--- config.mk ---
export PLATFORM = sky130hd
export DESIGN_NAME = dmem_arbiter
export DESIGN_NICKNAME = d
export VERILOG_FILES = /design/src/rtl/dmem_arbiter.sv
export SDC_FILE = /design/constraint.sdc
export NUM_CORES = 1
export LEC_CHECK = 0
export ABC_AREA = 1
export CORE_MARGIN = 5
export CORE_UTILIZATION = 37
export DETAILED_ROUTE_END_ITERATION = 8
export GPL_TIMING_DRIVEN = 0
export PLACE_DENSITY_LB_ADDON = 0.15
export RECOVER_POWER = 25
export SLEW_MARGIN = 20
export SYNTH_ARGS = -nofsm -noshare
export SYNTH_HDL_FRONTEND = slang
export SYNTH_SLANG_ARGS = --single-unit
--- constraint.sdc ---
create_clock -name clk -period 5.05 [get_ports clk]
set_input_delay 0.7575 -clock clk [delete_from_list [all_inputs] [get_ports clk]]
set_output_delay 0.7575 -clock clk [all_outputs]
set_load 0.01 [all_outputs]
--- src/rtl/dmem_arbiter.sv ---
// dmem_arbiter
//   Shares the memory data port between the pipeline MEM stage (p_*) and the
//   host/loader (h_*). A request is granted combinationally in IDLE or RESP,
//   latched on the grant edge, driven onto the memory port for one cycle
//   (ACCESS), and answered one cycle later (RESP) with rd and an
//   out-of-range flag.
//
// Ports
//   clk, reset                      clock, asynchronous active-high reset
//   p_req/p_we/p_addr/p_wd          pipeline request
//   p_gnt/p_rvalid/p_err            pipeline grant, response valid, range error
//   h_req/h_we/h_addr/h_wd          host request
//   h_gnt/h_rvalid/h_err            host grant, response valid, range error
//   rd                              response read data (shared)
//   mem_we/mem_a/mem_wd             memory data port command
//   mem_rd                          memory read data, valid the cycle after mem_a
module dmem_arbiter #(
    parameter int WIDTH        = 32,
    parameter int RAMSIZE      = 128,
    parameter int NSEG         = 6,
    parameter int STARVE_LIMIT = 4
) (
    input  logic             clk,
    input  logic             reset,
    input  logic             p_req,
    input  logic             p_we,
    input  logic [WIDTH-1:0] p_addr,
    input  logic [WIDTH-1:0] p_wd,
    output logic             p_gnt,
    output logic             p_rvalid,
    output logic             p_err,
    input  logic             h_req,
    input  logic             h_we,
    input  logic [WIDTH-1:0] h_addr,
    input  logic [WIDTH-1:0] h_wd,
    output logic             h_gnt,
    output logic             h_rvalid,
    output logic             h_err,
    output logic [WIDTH-1:0] rd,
    output logic             mem_we,
    output logic [WIDTH-1:0] mem_a,
    output logic [WIDTH-1:0] mem_wd,
    input  logic [WIDTH-1:0] mem_rd
);

    localparam int               CNT_W    = $clog2(STARVE_LIMIT + 1);
    localparam logic [CNT_W-1:0] CNT_MAX  = CNT_W'(STARVE_LIMIT);
    localparam logic [WIDTH-1:0] ADDR_END = WIDTH'(NSEG * RAMSIZE);

    typedef enum logic [1:0] {
        IDLE   = 2'd0,
        ACCESS = 2'd1,
        RESP   = 2'd2
    } state_t;

    state_t state_q, state_d;

    logic [CNT_W-1:0] wait_cnt_q;
    logic             owner_p1;      // 0 = pipeline, 1 = host
    logic             we_p1;
    logic [WIDTH-1:0] addr_p1;
    logic [WIDTH-1:0] wd_p1;
    logic             in_range_p1;

    logic             grant_win;
    logic             host_win;
    logic             grant_any;
    logic             sel_we;
    logic [WIDTH-1:0] sel_addr;
    logic [WIDTH-1:0] sel_wd;

    // Arbitration: pipeline has priority unless the host has waited long enough.
    assign grant_win = (state_q == IDLE) || (state_q == RESP);
    assign host_win  = h_req && (!p_req || (wait_cnt_q >= CNT_MAX));
    assign grant_any = grant_win && (p_req || h_req);
    assign sel_we    = host_win ? h_we   : p_we;
    assign sel_addr  = host_win ? h_addr : p_addr;
    assign sel_wd    = host_win ? h_wd   : p_wd;

    // State register
    always_ff @(posedge clk or posedge reset) begin
        if (reset) begin
            state_q <= IDLE;
        end else begin
            state_q <= state_d;
        end
    end

    // Next-state logic
    always_comb begin
        state_d = state_q;
        case (state_q)
            IDLE:    state_d = grant_any ? ACCESS : IDLE;
            ACCESS:  state_d = RESP;
            RESP:    state_d = grant_any ? ACCESS : IDLE;
            default: state_d = IDLE;
        endcase
    end

    // Host starvation counter: counts consecutive ungranted host request cycles.
    always_ff @(posedge clk or posedge reset) begin
        if (reset) begin
            wait_cnt_q <= '0;
        end else if (!h_req || (grant_win && host_win)) begin
            wait_cnt_q <= '0;
        end else if (wait_cnt_q < CNT_MAX) begin
            wait_cnt_q <= wait_cnt_q + CNT_W'(1);
        end
    end

    // Grant edge -> stage 1: latch the winning request
    always_ff @(posedge clk or posedge reset) begin
        if (reset) begin
            owner_p1 <= 1'b0;
        end else if (grant_any) begin
            owner_p1 <= host_win;
        end
    end

    // Payload registers carry no reset; they are only observed when the
    // state machine says they hold a live request.
    always_ff @(posedge clk) begin
        if (grant_any) begin
            we_p1       <= sel_we;
            addr_p1     <= sel_addr;
            wd_p1       <= sel_wd;
            in_range_p1 <= (sel_addr < ADDR_END);
        end
    end

    // Output logic
    always_comb begin
        p_gnt    = 1'b0;
        h_gnt    = 1'b0;
        p_rvalid = 1'b0;
        h_rvalid = 1'b0;
        p_err    = 1'b0;
        h_err    = 1'b0;
        rd       = '0;
        mem_we   = 1'b0;
        mem_a    = '0;
        mem_wd   = '0;

        if (grant_win) begin
            h_gnt = host_win;
            p_gnt = p_req && !host_win;
        end

        case (state_q)
            ACCESS: begin
                mem_a  = addr_p1;
                mem_wd = wd_p1;
                // Out-of-range writes run the full sequence but never reach memory.
                mem_we = we_p1 && in_range_p1;
            end
            RESP: begin
                if (owner_p1) begin
                    h_rvalid = 1'b1;
                    h_err    = !in_range_p1;
                end else begin
                    p_rvalid = 1'b1;
                    p_err    = !in_range_p1;
                end
                if (!we_p1 && in_range_p1) begin
                    rd = mem_rd;
                end
            end
            default: ;
        endcase
    end

endmodule

; ---- Yosys cells after proc, flatten, opt, wreduce, memory -nomap -nowiden
; Index checks and enable logic that the tools add are counted.
[word_totals]
elab_cells = 53
register_bits = 72
input_bits = 166
output_inout_bits = 103
[op_classes]
n_eq_ne = 2
magnitude_cmp = 3
muxes = 22
n_addsub = 1
reduce_logical = 18
[ops]
columns = cell, n
row1 = 2-to-1 mux 32 bit, 6
row2 = "< comparator 32 x 10 -> 1 bit, second input constant", 1
row3 = 2-to-1 mux 1 bit, 13
row4 = logical AND 1 bit, 6
row5 = 2-to-1 mux 3 bit, 2
row6 = zero test 1 bit, 5
row7 = logical OR 1 bit, 4
row8 = one-hot mux 2 bit (2 select lines), 1
row9 = "adder 3 x 1 -> 3 bit, second input constant", 1
row10 = ">= comparator 3 bit, second input constant", 1
row11 = "< comparator 3 bit, second input constant", 1
row12 = "equality test 2 x 1 -> 1 bit, second input constant", 1
row13 = "equality test 2 bit, second input constant", 1
row14 = zero test 2 bit, 1
row15 = nonzero test 2 bit, 1
row16 = OR reduction 2 bit, 1

; ---- Longest topological paths before layout
[depth]
ltp_word = 6
mapped_depth = 11
ltp_nobuf = 10

; ---- Worst setup path before layout
; OpenSTA, ideal clock, no wires.
[synth_timing]
path_type = input to register
startpoint = input h_req
endpoint = register addr_p1[0] (enable)
n_path_buf = 1
setup_time_ns = 0.494
cell_stages = 3
arrival_ns = 3.804
required_time_ns = 4.556
slack_ns = 0.752
cell_sequence = buf_2 > nor2_1 > nor2_1
[synth_between]
elab_chain_len = 2
[synth_rtl]
columns = element, line_no
row1 = start: declaration, 32  ; input logic h_req,
row2 = logical OR 1 bit, 75  ; assign grant_any = grant_win && (p_req || h_req);
row3 = logical AND 1 bit, 75
row4 = net grant_any, 67  ; logic grant_any;
row5 = end signal: assignment, 125  ; addr_p1 <= sel_addr;
row6 = end: declaration, 61  ; logic [WIDTH-1:0] addr_p1;
; The timed path passes the listed nets, and every way through them passes these cells.
; A chain may end at the register's enable or synchronous reset.

; ---- Worst setup path after layout
[layout_timing]
startpoint = input p_req
endpoint = output p_gnt
[layout_between]
elab_chain_len = 6
[layout_rtl]
columns = element, line_no
row1 = start: declaration, 25  ; input logic p_req,
row2 = zero test 1 bit, 74  ; assign host_win = h_req && (!p_req || (wait_cnt_q >= CNT_MAX));
row3 = logical OR 1 bit, 74
row4 = logical AND 1 bit, 74
row5 = zero test 1 bit, 146  ; p_gnt = p_req && !host_win;
row6 = logical AND 1 bit (*), 146
row7 = 2-to-1 mux 1 bit (*), 144  ; if (grant_win) begin
row8 = end: declaration, 29  ; output logic p_gnt,
; Every way passes the cells marked *; elsewhere a longest branch is shown, timed or not.

==> metrics.md <==
| Metric | Value |
|---|---|
| Outcome | `complete, but fails checks` |
| Failing checks | `capacitance limit, slew limit` |
| Reg2reg start | `state_q[0]$_DFF_PP0_` |
| CP endpoint kind | `output pin` |
| CTS tree | `built` |
| Maximum vdd ir drop | `0.162 mV` |
| CTS H-tree lvls | `3` |
| Drt drc | `0` |
| Wire length per cell | `14.3 um` |
| Die X | `115 um` |
| Die area | `13300 um^2` |
| Power Density | `248 nW/um^2` |
| Synth area leader | `edfxtp_1` |
| Layout Skew | `0.00795 ns` |
| Final setup viols | `0` |
| Register-to-register setup slack | `2.88 ns` |
| Row cnt | `38` |
| Hold WS | `0.462 ns` |
| Required time worst endpoint | `4.29 ns` |
| Core ar. | `10900 um^2` |
| Post-layout util | `65.9%` |
| Number of global-route vias before repair | `4204` |
| Leakage Power | `3.14 nW` |
| Hold Path Origin | `state_q[1]$_DFF_PP0_` |
| Crit path kind | `input port to output pin` |
| Drt total wl | `13600 um` |
| HP Class | `flip-flop to flip-flop` |
| Max Cap Violations | `1` |
| Syn_nets | `690` |
| ANT nets after route | `0` |
| Final Max Tran Viols | `16` |
| Hold Buf Count CTS | `0` |
| Synth top area cells | `edfxtp_1 48%, nand2_1 16%, nor2_1 7.9%` |
| Worst Setup SP | `p_req` |
| Reg2reg path depth | `2` |
| WHS Endpoint | `state_q[1]$_DFF_PP0_` |
| Root Driver | `clkbuf_8` |
| Total CTS buffers | `9` |
| Initial antenna violation count | `0` |
| Antenna diodes | `0` |
| Clk_lat worst skew | `0.35 ns` |
| Hold depth | `1` |
| Mapped Area | `4110 um^2` |
| Fin area | `7170 um^2` |
| Vias | `4198` |
| Seq/Total Area, Yosys | `51.9%` |
| Placed cell area | `7020 um^2` |
| Minimum clock period | `3.66 ns` |
| CTS clk-pin slew, worst paths | `0.08 ns` |
| First-pass GRT wire length | `20600 um` |
| Layout net count | `971` |
| Pre-CTS setup slack | `1.61 ns` |
| Synthesis-to-finish area growth | `74.4%` |
| Drt via density | `4.42` |
| Slack of the critical path | `1.39 ns` |
| Reg2reg end | `wd_p1[6]$_DFFE_PP_` |
| Largest net degree at the start of global routing | `28` |
| Crit Path Max Fanout | `10` |
| Worst EP arrival | `2.90 ns` |
| Post-synth top area share | `48.2%` |
| Share of layout cells above drive strength 1 | `4.45%` |
| Startpoint types | `input port` |
| Final HPWL DP | `11000 um` |
| Most common cell after layout, fill and taps aside | `clkdlybuf4s50_1` |
| Commonest cells after routing, fill and taps aside | `266 x clkdlybuf4s50_1, 176 x nand2_1, 86 x nor2_1, 85 x inv_1, 66 x edfxtp_1` |
| Worst rel slew slack | `-1.83%` |
| Crit share post-route | `72.4%` |
| Setup TNS Final | `0 ns` |
| Initial core utilization | `37.8%` |
| Filler instances | `935` |
| Synth unique cells | `25` |
| Routability congestion estimate from global placement | `0.820` |
| Resized cells post-CTS | `0` |
| Hold Violations, Final | `0` |
| Mapped Avg Cell Area | `7.86 um^2` |
| Multi-input logic area | `1480 um^2` |
| DR iter-0 viols | `192` |
| FF/Latch Area | `2130 um^2` |
| Post-Synthesis Cells | `523` |
| Top Ports | `269` |
| Yosys warning total | `0` |
| Fmax | `273 MHz` |
| Total gr overflow | `0` |
| Worst slew pin tran | `1.52 ns` |
| Unrepaired setup endpoints after global routing | `no` |
| Port Buffer Count | `268` |
| Number of synthesized register bits | `72` |
| DIE HEIGHT | `115 um` |
| Clock tree buffer depth | `2` |
| Clock sink count | `72` |
| Gr usage total | `19.8%` |
| DR pass1 iterations | `4` |
| Postcts setup bufs | `0` |
report_power, final:
group          internal, W  switching (W)  leakage, nW  total, W
clock             0.000279       0.000228        0.110  0.000507
combinational     0.000280       0.000246         2.31  0.000525
sequential        0.000731      0.0000188        0.720  0.000749
total              0.00129       0.000493         3.14   0.00178
critical path: stages:
cell             delay [ns]
dlygate4sd3_1          0.58
nand2_1                0.11
nand2_1                0.19
inv_2                  0.26
clkbuf_1               0.42
nor2_1                 0.08
clkdlybuf4s50_1        0.51
synthesized netlist by cell type (all sizes together):
library cell    n
edfxtp         66
nor3            2
nand2         188
a21oi           2
xor2            1
nand3          14
nor3b          32
clkbuf         11
ha              1
dfrtp           6
o21ai           3
buf            17
nor2           86
nand3b          6
inv            87
o21bai          1
how the worst max path moves through the flow:
stage	endpoint	slack (ns)
3_5_place_dp	p_gnt	1.61
6_report	p_gnt	1.39
5_1_grt	p_gnt	1.26
2_1_floorplan	addr_p1[0]$_DFFE_PP_	0.75
3_3_place_gp	wd_p1[4]$_DFFE_PP_	-1.16
4_1_cts	p_gnt	1.60
state kept, by name, summed over array words and instances (netlist names):
signal,flops
wait_cnt_q,3
wd_p1,32
addr_p1,32
we_p1,1
owner_p1,1
in_range_p1,1
state_q,2
per-layer routing:
metal | vias to the layer above | track usage [%] | part of all wire (%)
met1 | 1849 | 22.1 | 36
met5 | - | 0 | 0
met4 | 0 | 8.29 | 2.9
li1 | 2153 | - | -
met3 | 27 | 4.75 | 8.9
met2 | 169 | 36.1 | 52
cells by family (layout without fill, tap and decap cells):
family	after synthesis	count (layout)	synth area share [%]
fa+ha+maj	1	1	0.304
simple gates	328	328	35.1
compound gates	6	6	0.882
buf+inv	115	401	11.7
xor+xnor	1	1	0.213
flops	72	72	51.9
metrics by stage:
stage               instances  power (W)
global placement          931    0.00129
finish                    949    0.00178
detailed placement        933    0.00130
floorplan                 523   0.000983
global route              949    0.00188
CTS                       949    0.00181
cell type report:
type                    instances  area share (%)
flip-flops and latches         72            29.7
inverters                      87            4.55
clock buffers                   9            1.73
multi-input cells             336            20.7
clock inverters                 7            1.33
well taps                     140            2.44
repair buffers                270            38.0
plain buffers                  28            1.61
No activity file was read; power rests on OpenSTA's default activity.
